===== src/rtl/mux_nbit_pipe.sv =====
// mux_nbit_pipe: N-input, WIDTH-bit multiplexer with a registered,
// valid/ready flow-controlled output held in a 2-entry skid buffer.
// The head register drives the outputs. The skid register absorbs the one
// extra word that can arrive in the cycle where downstream stalls.
// Select codes at or above NUM_INPUTS capture DEFAULT_DATA and set a
// sticky error flag.
//
// state   | meaning
// --------+---------------------------------------------------------
// S_EMPTY | no word held; out_valid=0, in_ready=1
// S_ONE   | head holds a word; out_valid=1, in_ready=1
// S_TWO   | head and skid both hold words; out_valid=1, in_ready=0
module mux_nbit_pipe #(
  parameter int               WIDTH        = 32,
  parameter int               NUM_INPUTS   = 4,
  parameter int               SEL_WIDTH    = 2,
  parameter logic [WIDTH-1:0] DEFAULT_DATA = '0
) (
  input  logic                        clk,
  input  logic                        rst_n,
  input  logic [NUM_INPUTS*WIDTH-1:0] input_data,
  input  logic [SEL_WIDTH-1:0]        select,
  input  logic                        in_valid,
  output logic                        in_ready,
  output logic [WIDTH-1:0]            output_data,
  output logic [SEL_WIDTH-1:0]        out_sel,
  output logic                        out_valid,
  input  logic                        out_ready,
  output logic                        sel_error,
  input  logic                        err_clr
);

  // Parameter sanity checks. These are resolved at elaboration and add no logic.
  if (SEL_WIDTH != $clog2(NUM_INPUTS)) begin : g_bad_sel_width
    $error("mux_nbit_pipe: SEL_WIDTH must equal ceil(log2(NUM_INPUTS))");
  end
  if (NUM_INPUTS < 2 || NUM_INPUTS > 16) begin : g_bad_num_inputs
    $error("mux_nbit_pipe: NUM_INPUTS must be in 2..16");
  end
  if (WIDTH < 1) begin : g_bad_width
    $error("mux_nbit_pipe: WIDTH must be at least 1");
  end

  typedef enum logic [1:0] {
    S_EMPTY = 2'd0,
    S_ONE   = 2'd1,
    S_TWO   = 2'd2
  } state_t;

  state_t               state;
  logic [WIDTH-1:0]     skid_data;
  logic [SEL_WIDTH-1:0] skid_sel;

  logic [WIDTH-1:0]     cap_data;
  logic                 cap_bad;
  logic                 accept;
  logic                 pop;

  assign accept = in_valid & in_ready;
  assign pop    = out_valid & out_ready;

  // Word selection. An unmatched code leaves the default word and flags it as bad.
  // When NUM_INPUTS is a power of two, every code matches, so cap_bad stays 0.
  always_comb begin
    cap_data = DEFAULT_DATA;
    cap_bad  = 1'b1;
    for (int k = 0; k < NUM_INPUTS; k++) begin
      if (select == k[SEL_WIDTH-1:0]) begin
        cap_data = input_data[k*WIDTH +: WIDTH];
        cap_bad  = 1'b0;
      end
    end
  end

  // Buffer FSM. in_ready and out_valid are registered copies of the next-state decode.
  always_ff @(posedge clk or negedge rst_n) begin
    if (!rst_n) begin
      state       <= S_EMPTY;
      in_ready    <= 1'b1;
      out_valid   <= 1'b0;
      output_data <= '0;
      out_sel     <= '0;
      skid_data   <= '0;
      skid_sel    <= '0;
    end else begin
      case (state)
        S_EMPTY: begin
          if (accept) begin
            output_data <= cap_data;
            out_sel     <= select;
            out_valid   <= 1'b1;
            in_ready    <= 1'b1;
            state       <= S_ONE;
          end
        end
        S_ONE: begin
          if (accept && pop) begin
            output_data <= cap_data;
            out_sel     <= select;
          end else if (accept) begin
            skid_data   <= cap_data;
            skid_sel    <= select;
            in_ready    <= 1'b0;
            state       <= S_TWO;
          end else if (pop) begin
            out_valid   <= 1'b0;
            state       <= S_EMPTY;
          end
        end
        S_TWO: begin
          // in_ready is low here, so only a pop can move the buffer.
          if (pop) begin
            output_data <= skid_data;
            out_sel     <= skid_sel;
            in_ready    <= 1'b1;
            state       <= S_ONE;
          end
        end
        default: begin
          out_valid <= 1'b0;
          in_ready  <= 1'b1;
          state     <= S_EMPTY;
        end
      endcase
    end
  end

  // Sticky select-error flag. A new error on the same edge takes priority over a clear.
  always_ff @(posedge clk or negedge rst_n) begin
    if (!rst_n) begin
      sel_error <= 1'b0;
    end else if (accept && cap_bad) begin
      sel_error <= 1'b1;
    end else if (err_clr) begin
      sel_error <= 1'b0;
    end
  end

endmodule


===== config.mk =====
export PLATFORM = sky130hd
export DESIGN_NAME = mux_nbit_pipe
export DESIGN_NICKNAME = d
export VERILOG_FILES = /design/src/rtl/mux_nbit_pipe.sv
export SDC_FILE = /design/constraint.sdc
export NUM_CORES = 1
export LEC_CHECK = 0
export ABC_AREA = 1
export CAP_MARGIN = 20
export CORE_MARGIN = 2
export CORE_UTILIZATION = 35
export CTS_CLUSTER_DIAMETER = 80
export DETAILED_ROUTE_END_ITERATION = 7
export GPL_TIMING_DRIVEN = 0
export PLACE_DENSITY = 0.7
export SETUP_SLACK_MARGIN = 0.5
export SLEW_MARGIN = 20
export SYNTH_ARGS = -nofsm -noshare
export SYNTH_HDL_FRONTEND = slang
export SYNTH_SLANG_ARGS = --single-unit

===== constraint.sdc =====
create_clock -name clk -period 1.43 [get_ports clk]
set_input_delay 0.143 -clock clk [delete_from_list [all_inputs] [get_ports clk]]
set_output_delay 0.143 -clock clk [all_outputs]
set_load 0.03 [all_outputs]

==> results of run 1 <==
per-layer routing:
layer / global-route usage (%) / vias up
li1: - / 2380
met1: 32.04 / 2346
met2: 42.45 / 238
met3: 4.499 / 35
met4: 10.41 / 0
met5: 0 / -
worst min-delay path by stage:
stage                    startpoint              end  cells past startpoint
global placement    output_data[12]  output_data[12]                      2
global route                  rst_n   output_data[6]                      1
floorplan                     rst_n       out_sel[0]                      0
finish                        rst_n  output_data[11]                      1
CTS                           rst_n   output_data[6]                      1
detailed placement            rst_n  output_data[11]                      1
timing repair:
action / 4_1_cts / 5_1_grt
setup endpoints to repair: 109 / 109
gates cloned: 2 / 2
gates resized for setup: 301 / 46
buffers inserted: 13 / 22
hold endpoints to repair: 39 / 39
pin swaps: 2 / 14
stage by stage:
step	hold slack, ns	power, mW	setup WS, ns	util [%]	cell area (um2)
after floorplan	-0.1526	7.081	0.01113	-	4259
after global placement	0.4626	9.178	-2.547	53.40	6150
after detailed placement	0.1635	9.356	-0.6396	53.55	6167
after CTS	-0.1961	12.57	-0.01164	58.82	6774
after global routing	-0.1743	14.32	-0.1056	61.83	7121
final	-0.2052	13.46	-0.03821	61.83	7121
power groups by stage:
stage | Clock, mW | Combinational, mW | Sequential (mW)
3_5_place_dp | 0 | 5.72 | 3.63
3_3_place_gp | 0 | 5.59 | 3.59
6_report | 2.49 | 7.23 | 3.74
2_1_floorplan | 0 | 2.59 | 4.50
5_1_grt | 2.60 | 7.86 | 3.87
4_1_cts | 2.51 | 6.34 | 3.71
synth_stat cells, drive strengths merged:
cell	n	area, um2
nand3	69	350.3
dfstp	1	26.28
o21ai	73	365.4
nor2	69	266.5
inv	5	18.77
buf	20	118.9
nand2	245	922.1
clkbuf	19	71.32
nand4	1	6.260
o211ai	1	7.510
dfrtp	72	1802
or2	32	200.2
flip-flops by register name, indices dropped and copies added (netlist names):
register,count
in_ready,1
state,2
out_sel,2
output_data,32
sel_error,1
skid_data,32
out_valid,1
skid_sel,2
kinds of logic (layout without fill, tap and decap cells):
logic type / count (synthesis) / in the layout / share of synthesized area (%)
AND/OR/NAND/NOR: 416 / 416 / 42.01
AO/OA/AOI/OAI: 74 / 74 / 8.973
flip-flops: 73 / 73 / 43.99
buffers and inverters: 44 / 271 / 5.029
final cells by class:
class                      instances  area [um2]
buffer                            39       350.3
clock buffer                       9       225.2
clock inverter                     7       102.6
fill                            1026        4395
inverter                           5       18.77
multi-input combinational        490        2298
sequential                        73        1832
tap                              143       178.9
timing repair buffer             211        2115
worst register-to-register path, cell delays in order (launching register included):
cell       delay [ns]
dfstp_2          0.57
nand2_4          0.08
o21ai_4          0.15
nand2_4          0.11
buf_12           0.18
clkbuf_16        0.16
nand2_2          0.05
nand2_1          0.05
==> results by group, run 1 <==
Global routing
  • Pin count of the biggest net entering global routing: 42
  • Grt total ovfl: 0
  • Antenna violations before repair: 0
  • Via count of the first global-routing pass: 5,112
  • First-pass GRT wire length: 25.20 mm
  • Tot GR Track Use: 25.17%

Power
  • Part of the power in the clock network: 18.5%
  • Leakage power: 3.515 nW
  • Internal power summed over all cells: 7.999 mW
  • Power Density: 1890 nW/um2
  • Relative contribution of sequential cells to total power: 27.8%
  • Switching share of total power: 40.57%
  • Worst VDD drop: 0.0007376 V
  • Combinational power share: 53.7%
  • Net Sw Power: 5.461 mW

STA
  • Final count of hold timing violations: 39
  • Achievable frequency: 0.6811 GHz
  • Worst relative slew slack: 63.41%
  • Number of pins with negative max-slew slack in the final report: 0
  • Worst hold margin: -0.2052 ns
  • Unrepaired setup endpoints after global routing: yes
  • Period utilization: 102.7%
  • Total negative slack for setup checks: -0.3302 ns
  • Slew at the pin with the worst max-slew slack: 0.5489 ns
  • Post-route minimum period: 1.468 ns
  • Count of final setup violators: 22
  • Final Worst Setup Slack: -0.03821 ns
  • Largest clock skew in the final design: 0.005584 ns

Worst setup path
  • Setup crit start: in_ready
  • Path depth of the worst reg2reg path: 7
  • FF-to-FF Start: in_ready
  • Critical path data required time: 1.65 ns
  • Type of destination of the critical path: register
  • Data arrival time of the worst path: 1.69 ns
  • Worst-path fanout max: 7
  • Slowest stage delay, CP: 0.57 ns
  • CP endpoint: output_data[24]
  • WP buf/inv: 2
  • Chain of cells forming the critical path: nand2_4 -> o21ai_4 -> nand2_4 -> buf_12 -> clkbuf_16 -> nand2_2 -> nand2_1
  • Setup Crit Path Kind: reg -> reg
  • Worst path most repeated cell: nand2_4
  • WP depth: 7
  • Family with the most delay on the worst path: flip-flops
  • CP startpoint kind: register
  • R2R Setup Slk: -0.04 ns
  • Critical path's slowest cell: dfstp_2
  • Endpoint of the worst-slack reg-to-reg timing path: output_data[24]

Detailed routing
  • Iteration-0 DRC count of the detailed router: 323
  • Remaining antenna violation count: 0
  • Total length of routed wires: 16.19 mm
  • Length of routed met3 wiring: 1.285 mm
  • Post-detailed-route via-to-cell ratio: 5.117
  • Final routed wire length divided by cell count: 16.57 um
  • Count of TritonRoute iterations in the first routing pass: 7
  • Wire length on met2: 7.858 mm
  • Total via count after detailed routing: 4,999
  • DRC violations left: 9
  • Detailed-route wire length on metal 1: 6.598 mm
  • DR top layer: met4

Yosys
  • Number of standard cells after synthesis: 607
  • Synth Register Bits: 73
  • Sequential fraction of the synthesis area: 43.99%
  • Synth warn: 0
  • Post-Syn Area: 4155 um2
  • Number of distinct library cells after synthesis: 21
  • Net Count, Synth: 742
  • Average cell area after synthesis: 6.846 um2

Job
  • Number of max-cap violations: 0

Floorplanning
  • Floorplan die width: 113.0 um
  • Count of standard-cell rows: 39
  • # IOs: 172
  • Die outline height: 113.0 um
  • Initial standard-cell utilization of the core: 36.08%
  • Placeable core region: 11,520 um2
  • Die ar.: 12,760 um2

Cells and area
  • Top library cells by usage in the layout, fill and taps aside: nand2_1, clkdlybuf4s50_1, dfrtp_1, nand3_1, nor2_1
  • Layout cells sized above 1: 22.54%
  • Area overhead of the layout relative to synthesis: 71.36%
  • Most frequent standard cell in the layout excluding fill and tap cells: nand2_1
  • Ant diodes: 0
  • Final layout net count: 964
  • Final cell count without fillers: 977

Placement
  • # placed instances: 922
  • I/O Buffers: 171
  • Final RePlAce weighted congestion: 0.8986
  • Final HPWL from detailed placement: 11.63 mm

Clocking
  • CTS Buf Count: 9
  • Clock Pin Slew Worst Setup and Hold Paths: 0.06 ns
  • Clock latency on the worst-skew pair: 0.33 ns
  • Clock buffer depth: 2
  • Number of H-tree levels: 3
  • Root Buffer Master: clkbuf_16
  • CTS tree: built
  • Clock Sink Count: 73

Run status
  • Result of the run: complete, but fails checks
  • Failing checks: DRC, hold timing, setup timing

Min path
  • Type of the worst min-delay path: in -> async
(Power assumes the default switching activity.)
==> inputs of run 2 (changes only) <==
Settings changed: CTS_CLUSTER_DIAMETER 80 to default.
==> results of run 2 <==
The final DEF is identical to that of run 1; final timing and power are the same.
==> inputs of run 3 (changes only) <==
Settings changed: CORE_MARGIN 2 to default, MAX_ROUTING_LAYER from default to met4, PLACE_DENSITY 0.7 to 0.73.
==> run 3 against run 2 <==
Against the previous run:
- die area down 3.5%
- global-route usage up 2.4 points
- count of clock-buffer cells in the layout up 1
- critical path type unchanged
- non-clock buffer count is 2 higher
- first-iteration DRC count down 1.9%
- the flow finishes with violations (DRC, setup timing)
- hold slack gained 0.44 ns
- clock power down 8%
==> results by group, run 3 (synthesized netlist as in run 1, its figures left out) <==
Worst setup path
  • Endpoint of the worst-slack reg-to-reg timing path: output_data[27]
  • FF-to-FF Start: in_ready
  • CP endpoint: output_data[27]
  • Setup Crit Path Kind: reg -> reg
  • Data arrival time of the worst path: 1.66 ns
  • Worst-path fanout max: 10
  • Setup crit start: in_ready
  • Critical path data required time: 1.66 ns
  • Type of destination of the critical path: register
  • R2R Setup Slk: -0.0005 ns
  • Path depth of the worst reg2reg path: 7
  • CP startpoint kind: register

Global routing
  • Tot GR Track Use: 27.61%
  • Grt total ovfl: 0
  • Via count of the first global-routing pass: 5,019
  • Met1 track demand over resource: 31.84%
  • Grt met2 use: 45.95%
  • First-pass GRT wire length: 25.36 mm
  • Met3 capacity usage during global routing: 5.796%
  • Layer with the highest usage after global routing: met2
  • Antenna violations before repair: 0
  • Pin count of the biggest net entering global routing: 53

Cells and area
  • Number of filler cells placed in the layout: 1,011
  • Layout cells sized above 1: 24.40%
  • Most frequent standard cell in the layout excluding fill and tap cells: nand2_1
  • Leading registers by flop count: output_data (32), skid_data (32)
  • Ant diodes: 0
  • Final layout net count: 966
  • Area overhead of the layout relative to synthesis: 74.95%
  • Top library cells by usage in the layout, fill and taps aside: nand2_1, clkdlybuf4s50_1, dfrtp_1, nand3_1, nor2_1

STA
  • Number of pins with negative max-slew slack in the final report: 0
  • Worst relative slew slack: 75.34%
  • Count of final setup violators: 1
  • Final count of hold timing violations: 0
  • Unrepaired setup endpoints after global routing: yes
  • Final Worst Setup Slack: -0.0005290 ns
  • Largest clock skew in the final design: 0.01043 ns
  • Total negative slack for setup checks: -0.0005290 ns
  • Achievable frequency: 0.6990 GHz
  • Post-route minimum period: 1.431 ns
  • Period utilization: 100.0%
  • Slew at the pin with the worst max-slew slack: 0.3699 ns

Detailed routing
  • Final routed wire length divided by cell count: 17.25 um
  • DRC violations left: 19
  • Remaining antenna violation count: 0
  • Post-detailed-route via-to-cell ratio: 5.163
  • Total via count after detailed routing: 5,055
  • Iteration-0 DRC count of the detailed router: 317
  • Total length of routed wires: 16.89 mm
  • Count of TritonRoute iterations in the first routing pass: 6

Floorplanning
  • # IOs: 172
  • Placeable core region: 11,520 um2
  • Floorplan die width: 111.0 um
  • Initial standard-cell utilization of the core: 36.08%
  • Count of standard-cell rows: 39
  • Die ar.: 12,310 um2
  • Die outline height: 111.0 um

Clocking
  • Root Buffer Master: clkbuf_16
  • Number of H-tree levels: 3
  • Clock Pin Slew Worst Setup and Hold Paths: 0.06 ns
  • CTS Buf Count: 9
  • CTS tree: built
  • Clock Sink Count: 73
  • Clock latency on the worst-skew pair: 0.35 ns
  • Clock buffer depth: 2

Run status
  • Result of the run: complete, but fails checks
  • Failing checks: DRC, setup timing

Placement
  • I/O Buffers: 171
  • Final RePlAce weighted congestion: 0.8360
  • Final HPWL from detailed placement: 11.52 mm
  • Worst slack at placement: -0.6551 ns

Min path
  • Type of the worst min-delay path: in -> async

Job
  • Number of max-cap violations: 0

Power
  • Power Density: 1868 nW/um2
  • Leakage power: 3.584 nW
  • Worst VDD drop: 0.0008013 V
[run 3: layout make-up]
type                       instances  area (um2)  area share [%]
buffer                            39       352.8           4.854
clock buffer                      10       239.0           3.287
clock inverter                     6       57.56          0.7917
inverter                           5       21.27          0.2926
multi-input combinational        490        2377           32.70
sequential                        73        1831           25.18
tap                              143       178.9           2.461
timing repair buffer             213        2212           30.43
[run 3: routing by layer]
| metal | routed length (um) | vias up |
|---|---|---|
| met4 | 535 | 0 |
| met3 | 1204 | 36 |
| met2 | 8241 | 226 |
| met1 | 6903 | 2393 |
| met5 | 0 | - |
| li1 | - | 2400 |
[run 3: repair_timing]
item / in CTS / in global routing
resized for setup: 296 / 87
gates cloned: 0 / 5
hold buffers: 1 / 0
endpoints found under the hold margin: 21 / 0
endpoints found under the setup margin: 109 / 126
buffers inserted: 20 / 15
pin swaps: 1 / 16
[run 3: worst min-delay path by stage]
stage / end / slack [ns]
6_report: skid_data[8] / 0.24
5_1_grt: skid_data[8] / 0.26
4_1_cts: skid_data[8] / 0.26
3_5_place_dp: state[0] / 0.06
3_3_place_gp: output_data[10] / 0.46
2_1_floorplan: out_sel[0] / -0.15
[run 3: worst max-delay path, cell delays in order (launching register included)]
cell and delay (ns):
dfstp_2 0.55, nand2_4 0.09, o21ai_4 0.15, nand2_4 0.10, buf_8 0.16, buf_6 0.14, nand2_1 0.06, nand2_1 0.06
[run 3: power breakdown]
group / total, mW / internal [mW] / leakage [nW] / switching, mW
sequential: 3.83 / 3.06 / 0.910 / 0.774
combinational: 7.45 / 3.53 / 2.53 / 3.92
clock: 2.30 / 1.39 / 0.148 / 0.910
[run 3: stage by stage]
step                      power, mW  utilization, %  area, um2  hold slack, ns  instances
final                         13.58           63.12       7269          0.2353        979
after global routing          14.33           63.12       7269          0.2634        979
after CTS                     12.37           58.77       6768          0.2592        959
after detailed placement      9.374           53.62       6175         0.06221        922
after global placement        9.192           53.40       6150          0.4635        921
after floorplan               7.081               -       4259         -0.1526        607
